[src/rtl/seg7_pkg.sv]
// rtl/seg7_pkg.sv - shared types, segment constants and polarity helper for the scan controller
package seg7_pkg;

  typedef enum logic [1:0] {
    IDLE  = 2'd0,
    DRIVE = 2'd1,
    GUARD = 2'd2
  } state_t;

  // Active-high {g,f,e,d,c,b,a}
  localparam logic [6:0] SEG_0   = 7'b0111111;
  localparam logic [6:0] SEG_1   = 7'b0000110;
  localparam logic [6:0] SEG_2   = 7'b1011011;
  localparam logic [6:0] SEG_3   = 7'b1001111;
  localparam logic [6:0] SEG_4   = 7'b1100110;
  localparam logic [6:0] SEG_5   = 7'b1101101;
  localparam logic [6:0] SEG_6   = 7'b1111101;
  localparam logic [6:0] SEG_7   = 7'b0000111;
  localparam logic [6:0] SEG_8   = 7'b1111111;
  localparam logic [6:0] SEG_9   = 7'b1101111;
  localparam logic [6:0] SEG_OFF = 7'b0000000;

  function automatic logic [6:0] seg_polarity(input logic [6:0] seg, input logic active_low);
    return active_low ? ~seg : seg;
  endfunction

endpackage

[src/rtl/seg7_scan_ctrl_if.sv]
// rtl/seg7_scan_ctrl_if.sv - datapath-side controls and display-pin outputs of the scan controller
interface seg7_scan_ctrl_if #(
  parameter int NUM_DIGITS = 4
);
  logic                      en;
  logic                      load;
  logic [4*NUM_DIGITS-1:0]   bcd_in;
  logic                      blank_lz;
  logic [6:0]                seg;
  logic [NUM_DIGITS-1:0]     an;
  logic                      frame_done;

  modport master (
    output en, load, bcd_in, blank_lz,
    input  seg, an, frame_done
  );

  modport slave (
    input  en, load, bcd_in, blank_lz,
    output seg, an, frame_done
  );
endinterface

[src/rtl/seg7_scan_ctrl_bcd_to_seg.sv]
// rtl/seg7_scan_ctrl_bcd_to_seg.sv - combinational BCD to active-high 7-segment decoder
module bcd_to_seg
  import seg7_pkg::*;
(
  input  logic [3:0] i_bcd,
  output logic [6:0] o_seg
);

  always_comb begin
    o_seg = SEG_OFF;
    case (i_bcd)
      4'd0:    o_seg = SEG_0;
      4'd1:    o_seg = SEG_1;
      4'd2:    o_seg = SEG_2;
      4'd3:    o_seg = SEG_3;
      4'd4:    o_seg = SEG_4;
      4'd5:    o_seg = SEG_5;
      4'd6:    o_seg = SEG_6;
      4'd7:    o_seg = SEG_7;
      4'd8:    o_seg = SEG_8;
      4'd9:    o_seg = SEG_9;
      default: o_seg = SEG_OFF;
    endcase
  end

endmodule

[src/rtl/seg7_scan_ctrl.sv]
// rtl/seg7_scan_ctrl.sv - multiplexed BCD 7-segment scan controller with dead-time guard and frame-atomic updates
module seg7_scan_ctrl
  import seg7_pkg::*;
#(
  parameter int NUM_DIGITS   = 4,
  parameter int DIGIT_CYCLES = 1000,
  parameter int GUARD_CYCLES = 16,
  parameter bit COMMON_ANODE = 1'b1
) (
  input logic            clk,
  input logic            rst,
  seg7_scan_ctrl_if.slave bus
);

  localparam int MAXC = (DIGIT_CYCLES > GUARD_CYCLES) ? DIGIT_CYCLES : GUARD_CYCLES;
  localparam int PW   = (MAXC > 1) ? $clog2(MAXC) : 1;
  localparam int IW   = $clog2(NUM_DIGITS);
  localparam int BW   = 4 * NUM_DIGITS;

  localparam logic [PW-1:0]         DRV_LAST = PW'(DIGIT_CYCLES - 1);
  localparam logic [PW-1:0]         GRD_LAST = PW'(GUARD_CYCLES - 1);
  localparam logic [IW-1:0]         IDX_LAST = IW'(NUM_DIGITS - 1);
  localparam logic [6:0]            SEG_IDLE = COMMON_ANODE ? 7'h7F : 7'h00;
  localparam logic [NUM_DIGITS-1:0] AN_IDLE  = COMMON_ANODE ? {NUM_DIGITS{1'b1}} : {NUM_DIGITS{1'b0}};

  state_t                r_state;
  logic [PW-1:0]         r_cnt;
  logic [IW-1:0]         r_idx;
  logic [BW-1:0]         r_pending;
  logic                  r_pend_valid;
  logic [BW-1:0]         r_active;
  logic [6:0]            r_seg;
  logic [NUM_DIGITS-1:0] r_an;
  logic                  r_frame_done;

  state_t                w_state_nxt;
  logic [PW-1:0]         w_cnt_nxt;
  logic [IW-1:0]         w_idx_nxt;
  logic                  w_boundary;
  logic                  w_frame_nxt;
  logic [BW-1:0]         w_active_nxt;
  logic [3:0]            w_digit;
  logic [6:0]            w_dec;
  logic                  w_zero_run;
  logic                  w_blank;
  logic [NUM_DIGITS-1:0] w_an_on;
  logic [6:0]            w_seg_nxt;
  logic [NUM_DIGITS-1:0] w_an_nxt;

  always_comb begin
    w_state_nxt = r_state;
    w_cnt_nxt   = r_cnt;
    w_idx_nxt   = r_idx;
    w_boundary  = 1'b0;
    w_frame_nxt = 1'b0;
    if (!bus.en) begin
      w_state_nxt = IDLE;
      w_cnt_nxt   = '0;
      w_idx_nxt   = '0;
    end else begin
      case (r_state)
        IDLE: begin
          w_state_nxt = DRIVE;
          w_cnt_nxt   = '0;
          w_idx_nxt   = '0;
          w_boundary  = 1'b1;
        end
        DRIVE: begin
          if (r_cnt == DRV_LAST) begin
            w_state_nxt = GUARD;
            w_cnt_nxt   = '0;
          end else begin
            w_cnt_nxt = r_cnt + PW'(1);
          end
        end
        GUARD: begin
          if (r_cnt == GRD_LAST) begin
            w_state_nxt = DRIVE;
            w_cnt_nxt   = '0;
            if (r_idx == IDX_LAST) begin
              w_idx_nxt   = '0;
              w_boundary  = 1'b1;
              w_frame_nxt = 1'b1;
            end else begin
              w_idx_nxt = r_idx + IW'(1);
            end
          end else begin
            w_cnt_nxt = r_cnt + PW'(1);
          end
        end
        default: begin
          w_state_nxt = IDLE;
          w_cnt_nxt   = '0;
          w_idx_nxt   = '0;
        end
      endcase
    end
  end

  // Decode from the value that will be active after this edge so the boundary digit is never stale.
  always_comb begin
    w_active_nxt = r_active;
    if (w_boundary) begin
      if (bus.load)          w_active_nxt = bus.bcd_in;
      else if (r_pend_valid) w_active_nxt = r_pending;
    end
  end

  always_comb begin
    w_digit    = 4'h0;
    w_zero_run = 1'b1;
    w_blank    = 1'b0;
    w_an_on    = '0;
    for (int i = 0; i < NUM_DIGITS; i++) begin
      w_an_on[i] = (w_idx_nxt == IW'(i));
      if (w_idx_nxt == IW'(i)) w_digit = w_active_nxt[4*i +: 4];
    end
    // Walk down from the most significant digit; digit 0 is deliberately excluded.
    for (int i = NUM_DIGITS - 1; i >= 1; i--) begin
      w_zero_run = w_zero_run && (w_active_nxt[4*i +: 4] == 4'h0);
      if (w_idx_nxt == IW'(i)) w_blank = bus.blank_lz && w_zero_run;
    end
  end

  bcd_to_seg u_dec (
    .i_bcd (w_digit),
    .o_seg (w_dec)
  );

  always_comb begin
    w_seg_nxt = SEG_IDLE;
    w_an_nxt  = AN_IDLE;
    if (w_state_nxt == DRIVE) begin
      w_seg_nxt = seg_polarity(w_blank ? SEG_OFF : w_dec, COMMON_ANODE);
      w_an_nxt  = COMMON_ANODE ? ~w_an_on : w_an_on;
    end
  end

  always_ff @(posedge clk or posedge rst) begin
    if (rst) begin
      r_state      <= IDLE;
      r_cnt        <= '0;
      r_idx        <= '0;
      r_pending    <= '0;
      r_pend_valid <= 1'b0;
      r_active     <= '0;
      r_seg        <= SEG_IDLE;
      r_an         <= AN_IDLE;
      r_frame_done <= 1'b0;
    end else begin
      r_state      <= w_state_nxt;
      r_cnt        <= w_cnt_nxt;
      r_idx        <= w_idx_nxt;
      r_active     <= w_active_nxt;
      r_seg        <= w_seg_nxt;
      r_an         <= w_an_nxt;
      r_frame_done <= w_frame_nxt;
      if (bus.load) r_pending <= bus.bcd_in;
      if (w_boundary)    r_pend_valid <= 1'b0;
      else if (bus.load) r_pend_valid <= 1'b1;
    end
  end

  assign bus.seg        = r_seg;
  assign bus.an         = r_an;
  assign bus.frame_done = r_frame_done;

endmodule
[src/flat_wrapper.sv]
// flat-port wrapper written by rule: the top's interface ports become plain ports
module seg7_scan_ctrl_flat import seg7_pkg::*;
#(
  parameter int NUM_DIGITS   = 4,
  parameter int DIGIT_CYCLES = 1000,
  parameter int GUARD_CYCLES = 16,
  parameter bit COMMON_ANODE = 1'b1
)
  (clk, rst, bus_en, bus_load, bus_bcd_in, bus_blank_lz, bus_seg, bus_an, bus_frame_done);
  seg7_scan_ctrl_if #(.NUM_DIGITS(NUM_DIGITS)) bus_i ();
  input logic clk;
  input logic rst;
  input wire logic [$bits(bus_i.en)-1:0] bus_en;
  input wire logic [$bits(bus_i.load)-1:0] bus_load;
  input wire logic [$bits(bus_i.bcd_in)-1:0] bus_bcd_in;
  input wire logic [$bits(bus_i.blank_lz)-1:0] bus_blank_lz;
  output wire logic [$bits(bus_i.seg)-1:0] bus_seg;
  output wire logic [$bits(bus_i.an)-1:0] bus_an;
  output wire logic [$bits(bus_i.frame_done)-1:0] bus_frame_done;
  assign bus_i.en = bus_en;
  assign bus_i.load = bus_load;
  assign bus_i.bcd_in = bus_bcd_in;
  assign bus_i.blank_lz = bus_blank_lz;
  assign bus_seg = bus_i.seg;
  assign bus_an = bus_i.an;
  assign bus_frame_done = bus_i.frame_done;
  seg7_scan_ctrl #(.NUM_DIGITS(NUM_DIGITS), .DIGIT_CYCLES(DIGIT_CYCLES), .GUARD_CYCLES(GUARD_CYCLES), .COMMON_ANODE(COMMON_ANODE)) u_core (.clk(clk), .rst(rst), .bus(bus_i));
endmodule
[config.mk]
export PLATFORM = sky130hd
export DESIGN_NAME = seg7_scan_ctrl_flat
export DESIGN_NICKNAME = d
export VERILOG_FILES = /design/src/rtl/seg7_pkg.sv /design/src/rtl/seg7_scan_ctrl_if.sv /design/src/rtl/seg7_scan_ctrl_bcd_to_seg.sv /design/src/rtl/seg7_scan_ctrl.sv /design/src/flat_wrapper.sv
export SDC_FILE = /design/constraint.sdc
export NUM_CORES = 1
export LEC_CHECK = 0
export CAP_MARGIN = 25
export CORE_MARGIN = 3
export CORE_UTILIZATION = 61
export DETAILED_ROUTE_END_ITERATION = 10
export PLACE_DENSITY = 0.95
export SYNTH_ARGS = -nofsm -noshare
export SYNTH_HDL_FRONTEND = slang
export SYNTH_SLANG_ARGS = --single-unit
[constraint.sdc]
create_clock -name clk -period 5.04 [get_ports clk]
set_input_delay 1.008 -clock clk [delete_from_list [all_inputs] [get_ports clk]]
set_output_delay 1.008 -clock clk [all_outputs]
set_load 0.02 [all_outputs]
**After elaboration in Yosys (flattened, before gate mapping)**

Memories as Yosys holds them, arrays and structs flattened.
Index checks and enable logic that the tools add are counted.

- Bitwise operators: 2
- Equality and inequality tests: 9
- $add $sub $neg: 2
- Mux-type cells: 33
- Reduce and logical (&&, ||, !) cells: 11

Operators by type and width:

| operator | number |
|---|---|
| two-way mux 16 bit | 3 |
| two-way mux 10 bit | 3 |
| two-way mux 4 bit | 5 |
| one-hot mux 10 bit (2 select lines) | 1 |
| two-way mux 7 bit | 2 |
| logical NOT 4 bit | 3 |
| two-way mux 2 bit | 6 |
| adder 10 x 1 -> 10 bit (second input constant) | 1 |
| equality test 10 bit (second input constant) | 1 |
| equality test 10 x 4 -> 1 bit (second input constant) | 1 |
| two-way mux 1 bit | 10 |
| equality test 2 bit (second input constant) | 4 |
| NOT 7 bit | 1 |
| equality test 2 x 1 -> 1 bit (second input constant) | 3 |
| one-hot mux 2 bit (3 select lines) | 1 |
| logical AND 1 bit | 5 |
| logical NOT 2 bit | 2 |
| NOT 4 bit | 1 |
| one-hot mux 2 bit (2 select lines) | 1 |
| adder 2 x 1 -> 2 bit (second input constant) | 1 |
| one-hot mux 1 bit (2 select lines) | 1 |
| nonzero test 2 bit | 1 |

- ROM bits: 112
- Register bits: 59
- Logic and storage cells: 67
- Bits of input ports: 21
- Memories: 1

Memories:

| name | words | width | read ports | clocked after memory_dff | wr ports | RTL line | RTL |
|---|---|---|---|---|---|---|---|
| (no name shown) | 16 | 7 | 1 | 0 | 0 | seg7_scan_ctrl_bcd_to_seg.sv:11 | `case (i_bcd)` |

**Depth between registers and ports, before layout**

Gate-level depths: netlist of the first run.

- Depth after elaboration: 14
- Mapped depth: 15
- Mapped depth without buffers: 14

**Modules after synthesis**

A second synthesis of the first run with hierarchy kept.

- Cell total of the unflattened synthesis: 280
- Area, all modules: 3,168.0 um2

Modules (own cells, without submodules):

| module | instances | seq. area each (um2) | cells an instance | area each (um2) |
|---|---|---|---|---|
| seg7_scan_ctrl | 1 | 1,490.2 | 254 | 2,966.6 |
| bcd_to_seg | 1 | 0.0 | 26 | 201.4 |

**Least setup slack after synthesis of the first run**

OpenSTA, ideal clock, no wires.

- Path kind: input to register
- Start: input bus_load
- End: register u_core.r_seg[0], in the netlist u_core.bus.seg[0]
- Cell stages on the path: 11
- Arrival time: 3.541 ns
- Setup slack: 1.413 ns
- Required time: 4.954 ns
- Library setup time: 0.086 ns
- Cell sequence: clkbuf_1 clkbuf_1 clkbuf_1 mux2_2 inv_1 a211oi_1 a2111oi_2 inv_1 ha_1 nor3_1 o31ai_1

- Word-level cells in the longest chain between the ends: 10
- Elaborated cells on any way between the ends: 21
- Classes of those cells: mux (11); bitwise (1); reduce/logical (8); memory (1)

RTL lines:

| element | RTL line | RTL |
|---|---|---|
| from (decl) | flat_wrapper.sv:14 | `input wire logic [$bits(bus_i.load)-1:0] bus_load;` |
| two-way mux 16 bit (*) | seg7_scan_ctrl.sv:104 | `if (bus.load) w_active_nxt = bus.bcd_in;` |
| two-way mux 16 bit (*) | seg7_scan_ctrl.sv:103 | `if (w_boundary) begin` |
| two-way mux 4 bit / logical NOT 4 bit (equally long branches) | seg7_scan_ctrl.sv:116, seg7_scan_ctrl.sv:120 |  |
| two-way mux 4 bit, or another cell as far along (3 in a row) | seg7_scan_ctrl.sv:116 | `if (w_idx_nxt == IW'(i)) w_digit = w_active_nxt[4*i +: 4];` |
| memory read (16 x 7 bit) / two-way mux 1 bit (equally long branches) | - |  |
| two-way mux 7 bit (*) | seg7_scan_ctrl.sv:134 | `w_seg_nxt = seg_polarity(w_blank ? SEG_OFF : w_dec, COMMON_ANODE);` |
| NOT 7 bit (*) | seg7_pkg.sv:24 | `return active_low ? ~seg : seg;` |
| two-way mux 7 bit (*) | seg7_scan_ctrl.sv:133 | `if (w_state_nxt == DRIVE) begin` |
| net u_core.w_seg_nxt[0] | seg7_scan_ctrl.sv:47 | `logic [6:0] w_seg_nxt;` |
| to (signal assigned) | seg7_scan_ctrl.sv:155 | `r_seg <= w_seg_nxt;` |
| to (decl) | seg7_scan_ctrl.sv:32 | `logic [6:0] r_seg;` |

The timed path passes the listed nets; every way through them passes the cells marked *.
A chain may end at the register's enable or synchronous reset.

**Final worst setup path of the first run**

- Start: input bus_en
- End: register u_core.r_seg[0], in the netlist u_core.bus.seg[0]

- Elaborated cells on any way between the ends: 28
- Classes of those cells: eq/ne (4); mux (13); bitwise (1); reduce/logical (9); memory (1)

RTL lines:

| element | RTL line | RTL |
|---|---|---|
| from (decl) | flat_wrapper.sv:13 | `input wire logic [$bits(bus_i.en)-1:0] bus_en;` |
| two-way mux 1 bit (*) | seg7_scan_ctrl.sv:56 | `if (!bus.en) begin` |
| two-way mux 16 bit (*) | seg7_scan_ctrl.sv:103 |  |
| net u_core.w_active_nxt[4] | seg7_scan_ctrl.sv:41 | `logic [BW-1:0] w_active_nxt;` |
| two-way mux 4 bit / logical NOT 4 bit (equally long branches) | seg7_scan_ctrl.sv:116, seg7_scan_ctrl.sv:120 |  |
| two-way mux 4 bit / logical AND 1 bit (equally long branches) | seg7_scan_ctrl.sv:116, seg7_scan_ctrl.sv:120 |  |
| two-way mux 4 bit / logical AND 1 bit (equally long branches) | seg7_scan_ctrl.sv:116, seg7_scan_ctrl.sv:121 |  |
| memory read (16 x 7 bit) / two-way mux 1 bit (equally long branches) | - |  |
| two-way mux 7 bit (*) | seg7_scan_ctrl.sv:134 |  |
| NOT 7 bit (*) | seg7_pkg.sv:24 |  |
| two-way mux 7 bit (*) | seg7_scan_ctrl.sv:133 |  |
| net u_core.w_seg_nxt[0] | seg7_scan_ctrl.sv:47 |  |

Marks and branches as above.

==> impl_results.md, run 1 <==
- Worst IR Drop VDD: around 0.18 mV
- Worst slew pin tran: 713.0 ps
- Die Area: 5965 sq um
- Synth cell types: 59
- GPL Wtd Cong: 0.9245
- Clock Tree Root: clkbuf_8
- Hold Startpoint: u_core.r_cnt[0]
- Cell Rows: 25
- Largest stage delay, worst path: 630 ps
- Critical Path AT: 4640 ps
- Via/cell ratio: 5.979
- Total power: roughly 1.2 mW
- HP Class: register to register
- Area leader, netlist: dfrtp_1
- R2R Setup Slk: 960 ps
- DP Wirelength: 4.722 mm
- Clock sinks: 59
- Post-Syn Instances: 279
- Skew final: 5.222 ps
- Grt total ovfl: 0
- Worst Setup SP: bus_en
- Status: finished clean
- Vias: 2308
- Lkg Pwr: 1.542 nW
- Setup WS post-layout: 648.0 ps
- #FFs+latches synth: 59
- Critical Path Source Type: primary input
- Setup WS pre-CTS: 500.8 ps
- Initial antenna violation count: 0
- DRT Wirelength: 6.767 mm
- Finished layout cell area: 3620 sq um
- Drt pass-1 iters: 4
- Uppermost layer routed: met4
- Metal2 WL: 3.410 mm
- Synth top area share: 0.3880
- Worst Path Required: 5290 ps
- Commonest cells in the netlist: 48 x dfrtp_1, 26 x nor2_1, 24 x mux2_2, 21 x inv_1, 15 x nand2_1
- Sequential-to-total area share from yosys stat: 0.4814
- Avg WL per Cell: 17.53 um
- Avg Inst Size Synth: roughly 11 sq um
- Nets@finish: 347
- Hold buffer count at cts: 0
- Final period util: 0.8714
- Pin count of the biggest net entering global routing: 41
- Placed cell area: roughly 3400 sq um
- Buffers inserted by post-CTS timing repair: 0
- Clock Path Buffers: 2
- Max FO, Critical Path: 11
- Buffers on Ports: 32
- Met3 wire len: between 300 and 400 um
- Number of flops mapped to enable cells by yosys: 0
- Final setup vio count: 0
- Critical path class: primary input to register
- IO Count: 33
- Number of global-route vias before repair: between 2k and 2.5k
- Max cap viols: 0
- PwrDens: 336.7 nW/um^2
- RSZ-0062 raised after global routing: no
- Starting Density: 0.6426
- Synthesized area: a little over 3000 sq um
- Setup Total Neg Slack: 0 ps
- CP Capture Type: register
- Layout area overhead: 16.94%
- Tmin final: approximately 4400 ps
- CTS resizes: 0
- Clk Latency, worst-skew pair: 330 ps
- Cts bufs inserted: 9
- Routed Antenna Nets: 0
- Share of cells above drive strength 1: 0.2194
- Slowest cell on crit path: a2111oi_2
- Ys async rst share: 1.000
- Die X: 77.24 um
- RR Startpoint: u_core.r_cnt[6]
- Final Max Tran Viols: 0
- Global-route wire length before repair: 11.75 mm
- Ant diodes: 0
- Wl on met1: roughly 2.8 mm
- Post-Syn Nets: 311
- Worst hold slack: about 460 ps
- Max Fclk: approximately 230 MHz
- Most frequent cell after synthesis: dfrtp_1
- Warnings from Yosys: 0
- Synth area leaders: dfrtp_1 39%, dfstp_2 9.3%, mux2_2 8.7%
- CTS HTree Levels: 3
- Final Hold Vio Count: 0
- Worst slew margin: 0.5238
- CP Cell Sequence: clkdlybuf4s50_1 > nand3_1 > nor4_4 > o22a_1 > mux2_2 > and3_1 > a2111oi_2 > inv_1 > ha_1 > nor3_1 > o31ai_1
- Die height: 77.24 um
- CTS tree: built
- Core ar.: 4817 sq um
- GRT Total Usage: 0.2513
- Iter 0 DRT Violations: 225
- Main synth FF type: dfrtp_1
- Clock Pin Slew Worst Setup and Hold Paths: approximately 60 ps
- Residual DRC: 0
## per-stage QoR
step                      std cells    util
after CTS                       386  0.7514
after global placement          371  0.7143
after detailed placement        371  0.7143
after global routing            386  0.7514
after floorplan                 279       -
final                           386  0.7514
## layer usage
| metal | GRT usage | vias up |
|---|---|---|
| met5 | 0 | - |
| met4 | 0.1192 | 0 |
| met3 | 0.07042 | 18 |
| met2 | 0.4206 | 69 |
| met1 | 0.2975 | 1154 |
| li1 | - | 1067 |
## cells in the final DEF (no fill, tap or decap), drive strengths merged, types with 3 or more instances in the layout
cell type,Yosys,routed
a211oi,6,6
a21o,4,4
a21oi,14,14
and2,3,3
and3,6,6
buf,5,3
clkbuf,5,13
clkdlybuf4s50,0,32
dfrtp,48,48
dfstp,11,11
ha,11,11
inv,22,22
mux2,24,24
mux2i,5,5
nand2,15,15
nand3,8,8
nor2,26,26
nor2b,3,3
nor3,4,4
nor4,5,5
o21ai,6,6
o31ai,4,4
or2,4,4
or3,3,3
or4,3,3
xnor2,5,5
## logic make-up (layout without fill, tap and decap cells)
family,after synthesis,count (layout),share of synthesized area
xor gates and xnor gates,7,7,0.01981
and+or+nand+nor,89,89,0.1641
adders and majority gates,11,11,0.04446
AOI/OAI and AO/OA,52,52,0.1338
muxes,29,29,0.1035
buffers and inverters,32,72,0.05295
DFF,59,59,0.4814
## power breakdown
group | switching, mW | internal, mW
logic | 0.153 | 0.116
registers | 0.0231 | 0.537
clock network | 0.175 | 0.214
total | 0.351 | 0.868
## path summary, 6_finish.rpt
| path | cells after the start | to |
|---|---|---|
| min in group asynchronous | 2 | u_core.r_pending[13] |
| hold reg to reg | 1 | u_core.r_cnt[0] |
| setup / recovery | 11 | u_core.bus.seg[0] |
| hold / removal | 1 | u_core.r_cnt[0] |
| setup reg to reg | 10 | u_core.bus.seg[0] |
| max in group asynchronous | 3 | u_core.bus.an[0] |
## worst max-delay path, delay by kind of cell
family / cells / cell delay (ps)
buf+inv: 2 / 820
compound gates: 3 / 1250
mux: 1 / 410
fa+ha+maj: 1 / 270
simple gates: 4 / 880
## sequential cells by signal, summed over array words and instances, names as in the netlist
signal	flops
u_core.bus.frame_done	1
u_core.r_state	2
u_core.r_idx	2
u_core.r_pend_valid	1
u_core.bus.seg	7
u_core.bus.an	4
u_core.r_active	16
u_core.r_cnt	10
u_core.r_pending	16
## layout make-up
cell class,instances,area (sq um)
clock buffers,13,168.9
clock inverters,2,10.01
fillers,311,1197
inverters,22,82.58
multi-input cells,188,1441
flip-flops and latches,59,1490
well taps,67,83.83
repair buffers,35,342.8
Power figures use the tool's default switching activity.
==> run 2: changes to the inputs <==
CORE_UTILIZATION = 51   (was 61)
PLACE_DENSITY = 0.86   (was 0.95)
clock period = 3.9 ns   (was 5.04 ns; I/O delays follow)
==> run 2 against run 1 <==
Clock power grew 62%. Routed wire length is 4.8% lower. Register-to-register slack worse by 680 ps. Global-route usage is 5.4 points lower. Worst hold slack improved by 8.7 ps. Flip-flop and latch count unchanged. Sequential power up 29%. Final cell count increased by 3.6%. Non-clock buffer count rose by 8. Design area is 3.1% higher. Clock skew is 4.7 ps higher. Critical endpoint unchanged.
==> impl_results.md, run 2 (synthesis gave the netlist of run 1 again) <==
- Area of the multi-input gates: 1441 sq um (unchanged)
- Hold Startpoint: u_core.r_cnt[0]
- CTS resizes: 0 (unchanged)
- Cell Rows: 27 (+8.0%)
- Cts bufs inserted: 9 (unchanged)
- Starting Density: 0.5454 (-0.09718)
- Core ar.: 5675 sq um (+18%)
- Buffers inserted by post-CTS timing repair: 0 (unchanged)
- Reg area: 1490 sq um (unchanged)
- Setup Total Neg Slack: 0 ps (unchanged)
- Wl on met1: 2.891 mm (+2.3%)
- Metal2 WL: 3.165 mm (-7.2%)
- Worst R2R End: u_core.bus.seg[0]
- Avg WL per Cell: 16.10 um (-8.2%)
- Final Hold Vio Count: 0 (unchanged)
- Tmin final: 3624 ps
- Die X: 83.91 um (+8.6%)
- Hold depth: 1 (unchanged)
- Nets@finish: 355 (+2.3%)
- Residual DRC: 0 (unchanged)
- Number of global-route vias before repair: 2295 (-7.4%)
- GPL Wtd Cong: 0.9080 (-1.8%)
- Iter 0 DRT Violations: 98 (-56%)
- Most frequent cells in the layout: 48 x dfrtp_1, 32 x clkdlybuf4s50_1, 26 x nor2_1
- GRT Total Usage: 0.1970 (-0.05430)
- Worst Reg-to-Reg Cells: 11 (+1)
- Uppermost layer routed: met4
- HP Class: register to register
- Skew final: 9.916 ps (+4.693 ps)
- IO Count: 33 (unchanged)
- Slowest cell on crit path: or4_4
- Critical Path AT: 3890 ps (-750 ps)
- CP Cell Sequence: or4_4 > nor4_4 > o22a_1 > buf_4 > mux2_2 > nor2b_1 > a2111oi_2 > inv_1 > ha_1 > nor3_1 > o31ai_1
- Largest regs: u_core.r_active x16, u_core.r_pending x16, u_core.r_cnt x10
- Clock sinks: 59 (unchanged)
- Grt total ovfl: 0 (unchanged)
- Status: finished clean
- Commonest non-fill, non-tap cell in the layout: dfrtp_1
- CP Capture Type: register
- Critical path class: register to register
- Hold buffer count at cts: 0 (unchanged)
- Ant diodes: 0 (unchanged)
- RR Startpoint: u_core.r_cnt[6]
- Die height: 83.91 um (+8.6%)
- Critical Path Source Type: register
- Initial antenna violation count: 0 (unchanged)
- Max Fclk: 275.9 MHz
- Final period util: 0.9293
- Share of cells above drive strength 1: 0.2439 (+0.02447)
- CTS tree: built
- Clock Tree Root: clkbuf_8
- Lkg Pwr: 1.595 nW (+3.4%)
- Worst slew margin: 0.6022 (+0.07844)
- Die Area: 7040 sq um (+18%)
- Vias: 2256 (-2.3%)
- Fillers: 430 (+38%)
- Max FO, Critical Path: 6 (-5)
- Max cap viols: 0 (unchanged)
- PwrDens: 458.4 nW/um^2 (+36%)
- Via/cell ratio: 5.640 (-5.7%)
- Worst Hold End: u_core.r_cnt[0]
- CTS HTree Levels: 3 (unchanged)
- Clock Pin Slew Worst Setup and Hold Paths: 70 ps (about the same)
- Worst slew pin tran: 595.6 ps (-117.4 ps)
- Worst hold slack: 466.5 ps (+8.710 ps)
- Worst Path Required: 4170 ps (-1120 ps)
- Clk Latency, worst-skew pair: 340 ps (about the same)
- RSZ-0062 raised after global routing: no
- Clock Path Buffers: 2 (unchanged)
- Layout area overhead: 20.61%
- R2R Setup Slk: 280 ps (-680 ps)
- Pin count of the biggest net entering global routing: 40 (-2.4%)
- Final Max Tran Viols: 0 (unchanged)
- Worst IR Drop VDD: 0.2519 mV (+39%)
- Final setup vio count: 0 (unchanged)
- Global-route wire length before repair: 11.01 mm (-6.3%)
- Buffers on Ports: 32 (unchanged)
- DP Wirelength: 4.655 mm (-1.4%)
- Routed Antenna Nets: 0 (unchanged)
- Largest stage delay, worst path: 610 ps (-20 ps)
- Drt pass-1 iters: 4 (unchanged)
- DRT Wirelength: 6.439 mm (-4.8%)
- Met3 wire len: 289 um (-12%)
==> run 2: cell types whose count changed in the layout (fill, tap and decap cells not counted) <==
cell        before  now
bufinv_16        0    2
buf_4            3   11
clkinv_4         0    1
clkinv_2         2    1
clkbuf_8        12   10
clkbuf_1         1    0
clkinvlp_4       0    2
==> run 2: critical path, delay by kind of cell, from the launching register on <==
kind,cells,cell delay [ps]
buffers and inverters,2,340
AND/OR/NAND/NOR,4,1300
multiplexers,1,350
AO/OA/AOI/OAI,3,850
adder cells (fa/ha/maj),1,250
flip-flops,1,450
==> run 2: report_power, final <==
group / internal, mW / switching [mW] / total [mW]
logic: 0.164 / 0.196 / 0.359
registers: 0.694 / 0.0282 / 0.722
clock network: 0.377 / 0.254 / 0.630
total: 1.23 / 0.477 / 1.71
==> run 2: layer usage <==
layer  vias up  GRT usage
met2        45     0.3102
met1      1115     0.2536
met3        10    0.07206
met4         0    0.05994
met5         -          0
li1       1086          -
==> run 2: cell type report <==
class | count | area share
inverter | 22 | 0.02212
clock buffer | 10 | 0.03686
tap | 72 | 0.02413
clock inverter | 6 | 0.02379
sequential | 59 | 0.3991
multi-input combinational | 188 | 0.3861
timing repair buffer | 43 | 0.1079
==> run 2: worst max-delay path by stage <==
stage                                   end  cells past startpoint             from  slack, ps
after floorplan           u_core.bus.seg[0]                     11         bus_load        500
after global placement    u_core.bus.seg[0]                     12           bus_en        170
after detailed placement  u_core.bus.seg[0]                     12           bus_en        -30
after CTS                 u_core.bus.seg[0]                     11  u_core.r_cnt[6]        290
after global routing      u_core.bus.seg[0]                     11  u_core.r_cnt[6]         20
final                     u_core.bus.seg[0]                     11  u_core.r_cnt[6]        280
==> run 2: through the flow <==
stage | util | total power, mW | instance area, sq um | setup slack (ps) | instances
2_1_floorplan | - | 0.9717 | 3095 | 501.2 | 279
3_3_place_gp | 0.6179 | 1.070 | 3507 | 170.2 | 384
3_5_place_dp | 0.6179 | 1.089 | 3507 | -29.91 | 384
4_1_cts | 0.6578 | 1.729 | 3734 | 293.3 | 400
5_1_grt | 0.6578 | 1.803 | 3734 | 23.67 | 400
6_report | 0.6578 | 1.712 | 3734 | 275.7 | 400
==> run 3: changes to the inputs <==
CTS_CLUSTER_SIZE = 14   (was unset)
SKIP_LAST_GASP = 1   (was unset)
==> results of run 3 <==
The final DEF is identical to that of run 2; final timing and power are the same.
